[src/rtl/tdm_demux.sv]
// rtl/tdm_demux.sv - TDM serial link receiver: frame-sync lock, slot steering, parallel frame output
module tdm_demux #(
  parameter int SLOTS = 8,
  parameter int CNT_W = 3
) (
  input  logic             clock_i,
  input  logic             reset_i,
  input  logic             enable_i,
  input  logic             sync_i,
  input  logic             din_i,
  output logic [SLOTS-1:0] dout_o,
  output logic             frame_valid_o,
  output logic             sync_err_o,
  output logic             locked_o
);

  typedef enum logic {HUNT, RECV} state_t;

  localparam logic [CNT_W-1:0] LAST_SLOT = CNT_W'(SLOTS - 1);

  state_t           state_q, state_d;
  logic [CNT_W-1:0] cnt_q, cnt_d;
  logic [SLOTS-1:0] frame_q, frame_d;
  logic [SLOTS-1:0] dout_q, dout_d;
  logic             fv_q, fv_d;
  logic             err_q, err_d;
  logic             locked_q;

  always_comb begin
    state_d = state_q;
    cnt_d   = cnt_q;
    frame_d = frame_q;
    dout_d  = dout_q;
    fv_d    = 1'b0;
    err_d   = 1'b0;
    if (enable_i) begin
      case (state_q)
        HUNT: begin
          if (sync_i) begin
            frame_d    = '0;
            frame_d[0] = din_i;
            cnt_d      = CNT_W'(1);
            state_d    = RECV;
          end
        end
        RECV: begin
          if (cnt_q == '0) begin
            if (sync_i) begin
              frame_d    = '0;
              frame_d[0] = din_i;
              cnt_d      = CNT_W'(1);
            end else begin
              err_d   = 1'b1;
              frame_d = '0;
              cnt_d   = '0;
              state_d = HUNT;
            end
          end else if (sync_i) begin
            // Early marker: drop the partial frame and restart on this bit.
            err_d      = 1'b1;
            frame_d    = '0;
            frame_d[0] = din_i;
            cnt_d      = CNT_W'(1);
          end else if (cnt_q == LAST_SLOT) begin
            dout_d            = frame_q;
            dout_d[SLOTS-1]   = din_i;
            fv_d              = 1'b1;
            frame_d           = '0;
            cnt_d             = '0;
          end else begin
            frame_d[cnt_q] = din_i;
            cnt_d          = cnt_q + 1'b1;
          end
        end
        default: state_d = HUNT;
      endcase
    end
  end

  always_ff @(posedge clock_i) begin
    if (reset_i) begin
      state_q  <= HUNT;
      cnt_q    <= '0;
      frame_q  <= '0;
      dout_q   <= '0;
      fv_q     <= 1'b0;
      err_q    <= 1'b0;
      locked_q <= 1'b0;
    end else begin
      state_q  <= state_d;
      cnt_q    <= cnt_d;
      frame_q  <= frame_d;
      dout_q   <= dout_d;
      fv_q     <= fv_d;
      err_q    <= err_d;
      locked_q <= (state_d == RECV);
    end
  end

  assign dout_o        = dout_q;
  assign frame_valid_o = fv_q;
  assign sync_err_o    = err_q;
  assign locked_o      = locked_q;

endmodule

[config.mk]
export PLATFORM = sky130hd
export DESIGN_NAME = tdm_demux
export DESIGN_NICKNAME = d
export VERILOG_FILES = /design/src/rtl/tdm_demux.sv
export SDC_FILE = /design/constraint.sdc
export NUM_CORES = 1
export LEC_CHECK = 0
export ABC_AREA = 0
export BUFFER_PORTS_ARGS = -buffer_cell sky130_fd_sc_hd__buf_2
export CAP_MARGIN = 15
export CORE_MARGIN = 1
export CORE_UTILIZATION = 50
export CTS_BUF_LIST = sky130_fd_sc_hd__clkbuf_8
export DETAILED_ROUTE_END_ITERATION = 8
export GPL_ROUTABILITY_DRIVEN = 0
export PLACE_DENSITY = 0.72
export SETUP_SLACK_MARGIN = 0.4
export SYNTH_ARGS = -nofsm -noshare
export SYNTH_HDL_FRONTEND = slang
export SYNTH_SLANG_ARGS = --single-unit
[constraint.sdc]
create_clock -name clock_i -period 1.7 [get_ports clock_i]
set_input_delay 0 -clock clock_i [delete_from_list [all_inputs] [get_ports clock_i]]
set_output_delay 0 -clock clock_i [all_outputs]
set_load 0.05 [all_outputs]
==> flow_metrics.env <==
export IMPL_max_freq_mhz=656
export IMPL_synth_ff_type="dfxtp_1"
export IMPL_cpMostUsedCell="inv_4"
export IMPL_skew_ns=0.00117
export IMPL_cts_root_buffer="clkbuf_8"
export IMPL_dieArea_um2=2240
export IMPL_fin_nets=150
export IMPL_synth_distinct_cells=34
export IMPL_clk_latency_ns=0.26
export IMPL_synth_area_leaders="dfxtp_1 (41%), nand2_1 (8.7%), a21oi_1 (6.8%)"
export IMPL_max_cap_viol_count=0
export IMPL_drt_vias_per_instance=5.43
export IMPL_syn_num_nets=129
export IMPL_placed_area_um2=1160
export IMPL_start_kind="flop"
export IMPL_slowest_stage="dfxtp_4"
export IMPL_criticalPathCategory="flop to flop"
export IMPL_synth_area_um2=1030
export IMPL_cp_end_kind="flop"
export IMPL_grt_first_pass_wirelength_um=3680
export IMPL_ff_latch_area_um2=430
export IMPL_yosysWarnings=0
export IMPL_hp_class="input port to flop"
export IMPL_arrival_ns=1.66
export IMPL_die_w_um=47.4
export IMPL_cp_num_buf_inv=2
export IMPL_clk_path_buf_depth=2
export IMPL_design_area_um2=1330
export IMPL_ant_nets=0
export IMPL_ys_seq_elements=21
export IMPL_syn_area_per_cell_um2=8.65
export IMPL_first_pass_iters=4
export IMPL_synth_top_area_share_pct=40.8
export IMPL_p_leak_uw=0.000471
export IMPL_initial_core_util_pct=53.0
export IMPL_hold_violations=0
export IMPL_cts_hold_buf=0
export IMPL_vias=901
export IMPL_grt_remaining_overflow=0
export IMPL_cts_htree_levels=1
export IMPL_postSynthCellCount=119
export IMPL_fp_dieH_um=47.4
export IMPL_wl_um=2290
export IMPL_fp_row_count=16
export IMPL_setup_tns_ns=0
export IMPL_finalCritPeriodShare_pct=89.7
export IMPL_grt_max_degree=23
export IMPL_path_delay_family="simple AND/OR/NAND/NOR gates"
export IMPL_status="completed"
export IMPL_synth_top_area_cell="dfxtp_1"
export IMPL_final_layout_size_suffix_gt1_share_pct=43.9
export IMPL_multi_input_area_um2=664
export IMPL_antenna_cells=0
export IMPL_wire_per_inst_um=13.8
export IMPL_nFillCells=164
export IMPL_synth_top_cells_by_count="nand2_1 (24), dfxtp_1 (21), a21oi_1 (14), nor2_1 (7)"
export IMPL_async_reset_ff_share_pct=0
export IMPL_core_um2=1940
export IMPL_clk_pin_slew_ns=0.08
export IMPL_rsz0062_at_grt="true"
export IMPL_drv_slew=0
export IMPL_ioPinCount=16
export IMPL_grt_pass1_vias=751
export IMPL_ir_drop_v=0.000471
export IMPL_drt_initial_drc_count=20
export IMPL_relSlewSlack_pct=71.3
export IMPL_tightest_slew_ns=0.430
export IMPL_area_growth_pct=29.5
export IMPL_critPathMaxFanout=4
export IMPL_crit_chain="inv_4 -> ha_4 -> or2b_4 -> inv_4 -> nor4_1 -> a221oi_1 -> nor2_1"
export IMPL_yosysSeqAreaShare_pct=40.8
export IMPL_period_minus_slack_ns=1.52
export IMPL_grt_usage_pct=24.0
export IMPL_slowest_delay_ns=0.37
export IMPL_cts_buffers_inserted=3
export IMPL_synth_most_common_cell="nand2_1"
export IMPL_port_buffers=15
export IMPL_dp_hpwl_um=1360
export IMPL_required_ns=1.84
export IMPL_setup_viol=0
export IMPL_cts_tree="done"
export IMPL_cts_sinks=21
export IMPL_drc=0
export IMPL_antenna_found_initial=0
export IMPL_powerDensity_nw_per_um2=710
export IMPL_synth_edf_count=0
registers in the layout (all words and copies together) (netlist names):
signal / count
frame_valid_o: 1
locked_o: 1
frame_q: 7
cnt_q: 3
sync_err_o: 1
dout_o: 8
layer usage:
layer / vias to the layer above / GRT usage [%] / part of all wire, %
met3: 6 / 3.85 / 3.4
met2: 22 / 34.2 / 47
met4: 0 / 11.4 / 2.2
met5: - / 0 / 0
met1: 419 / 34.8 / 47
li1: 454 / - / -
kinds of logic (layout without fill, tap and decap cells):
logic type,after synthesis,in the layout,synth area share (%)
simple gates,53,53,27.8
fa+ha+maj,5,5,6.08
buf+inv,12,32,6.08
compound gates,28,28,19.2
flops,21,21,40.8
through the flow:
stage                     instances  hold slack, ns  util (%)  power [uW]  setup WS, ns
after floorplan                 119           0.107         -         599         0.239
after global placement          156           0.267      59.6         609         0.153
after detailed placement        156           0.278      59.6         611        0.0940
after CTS                       166         0.00199      66.6         942         0.208
after global routing            166          0.0214      68.7         981         0.112
final                           166          0.0106      68.7         947         0.175
worst register-to-register path: cells and delay by family (launching register included):
kind                     cells  cell delay [ns]
flip-flops                   1             0.37
AND/OR/NAND/NOR              3             0.44
adder cells (fa/ha/maj)      1             0.11
AO/OA/AOI/OAI                1             0.32
buffers and inverters        2             0.14
where the power goes:
group | switching, uW | total, uW | internal, uW
Clock | 167 | 330 | 163
Sequential | 9.52 | 506 | 496
Combinational | 71.1 | 111 | 39.8
Total | 247 | 947 | 699
area by class of cell:
type | instances | share of cell area (%)
Multi-Input combinational cell | 86 | 49.8
Tap cell | 27 | 2.53
Clock buffer | 3 | 3.10
Timing Repair Buffer | 22 | 9.85
Clock inverter | 1 | 0.375
Sequential cell | 21 | 32.3
Inverter | 6 | 2.06
cells in the final DEF (no fill, tap or decap), types with 2 or more instances in the layout:
| master | n |
|---|---|
| dfxtp_2 | 2 |
| buf_4 | 6 |
| buf_2 | 15 |
| o21ai_0 | 3 |
| or3b_1 | 4 |
| clkbuf_8 | 3 |
| inv_1 | 3 |
| a21oi_1 | 10 |
| nand2b_1 | 3 |
| a21oi_2 | 4 |
| ha_4 | 3 |
| nor2_1 | 6 |
| dfxtp_4 | 2 |
| inv_4 | 2 |
| nand2_2 | 7 |
| dfxtp_1 | 17 |
| nand2_1 | 17 |
| nor2_4 | 2 |
| nor3_2 | 2 |
| a2bb2oi_2 | 2 |
| nor3_1 | 3 |
worst paths after layout:
kind                            startpoint        end  slack, ns  cells after the start
worst max register to register    cnt_q[0]   cnt_q[0]       0.18                      7
worst min register to register  frame_q[0]  dout_o[0]       0.45                      2
worst max-delay path              cnt_q[0]   cnt_q[0]       0.18                      7
worst min-delay path                 din_i  dout_o[7]       0.01                      3
repair_timing:
action,CTS,global route
gates resized for setup,12,12
setup endpoints to repair,21,21
setup buffers,6,0
cloned,0,0
pin swaps,20,11
Note: power is estimated with default switching activity, not from simulation.
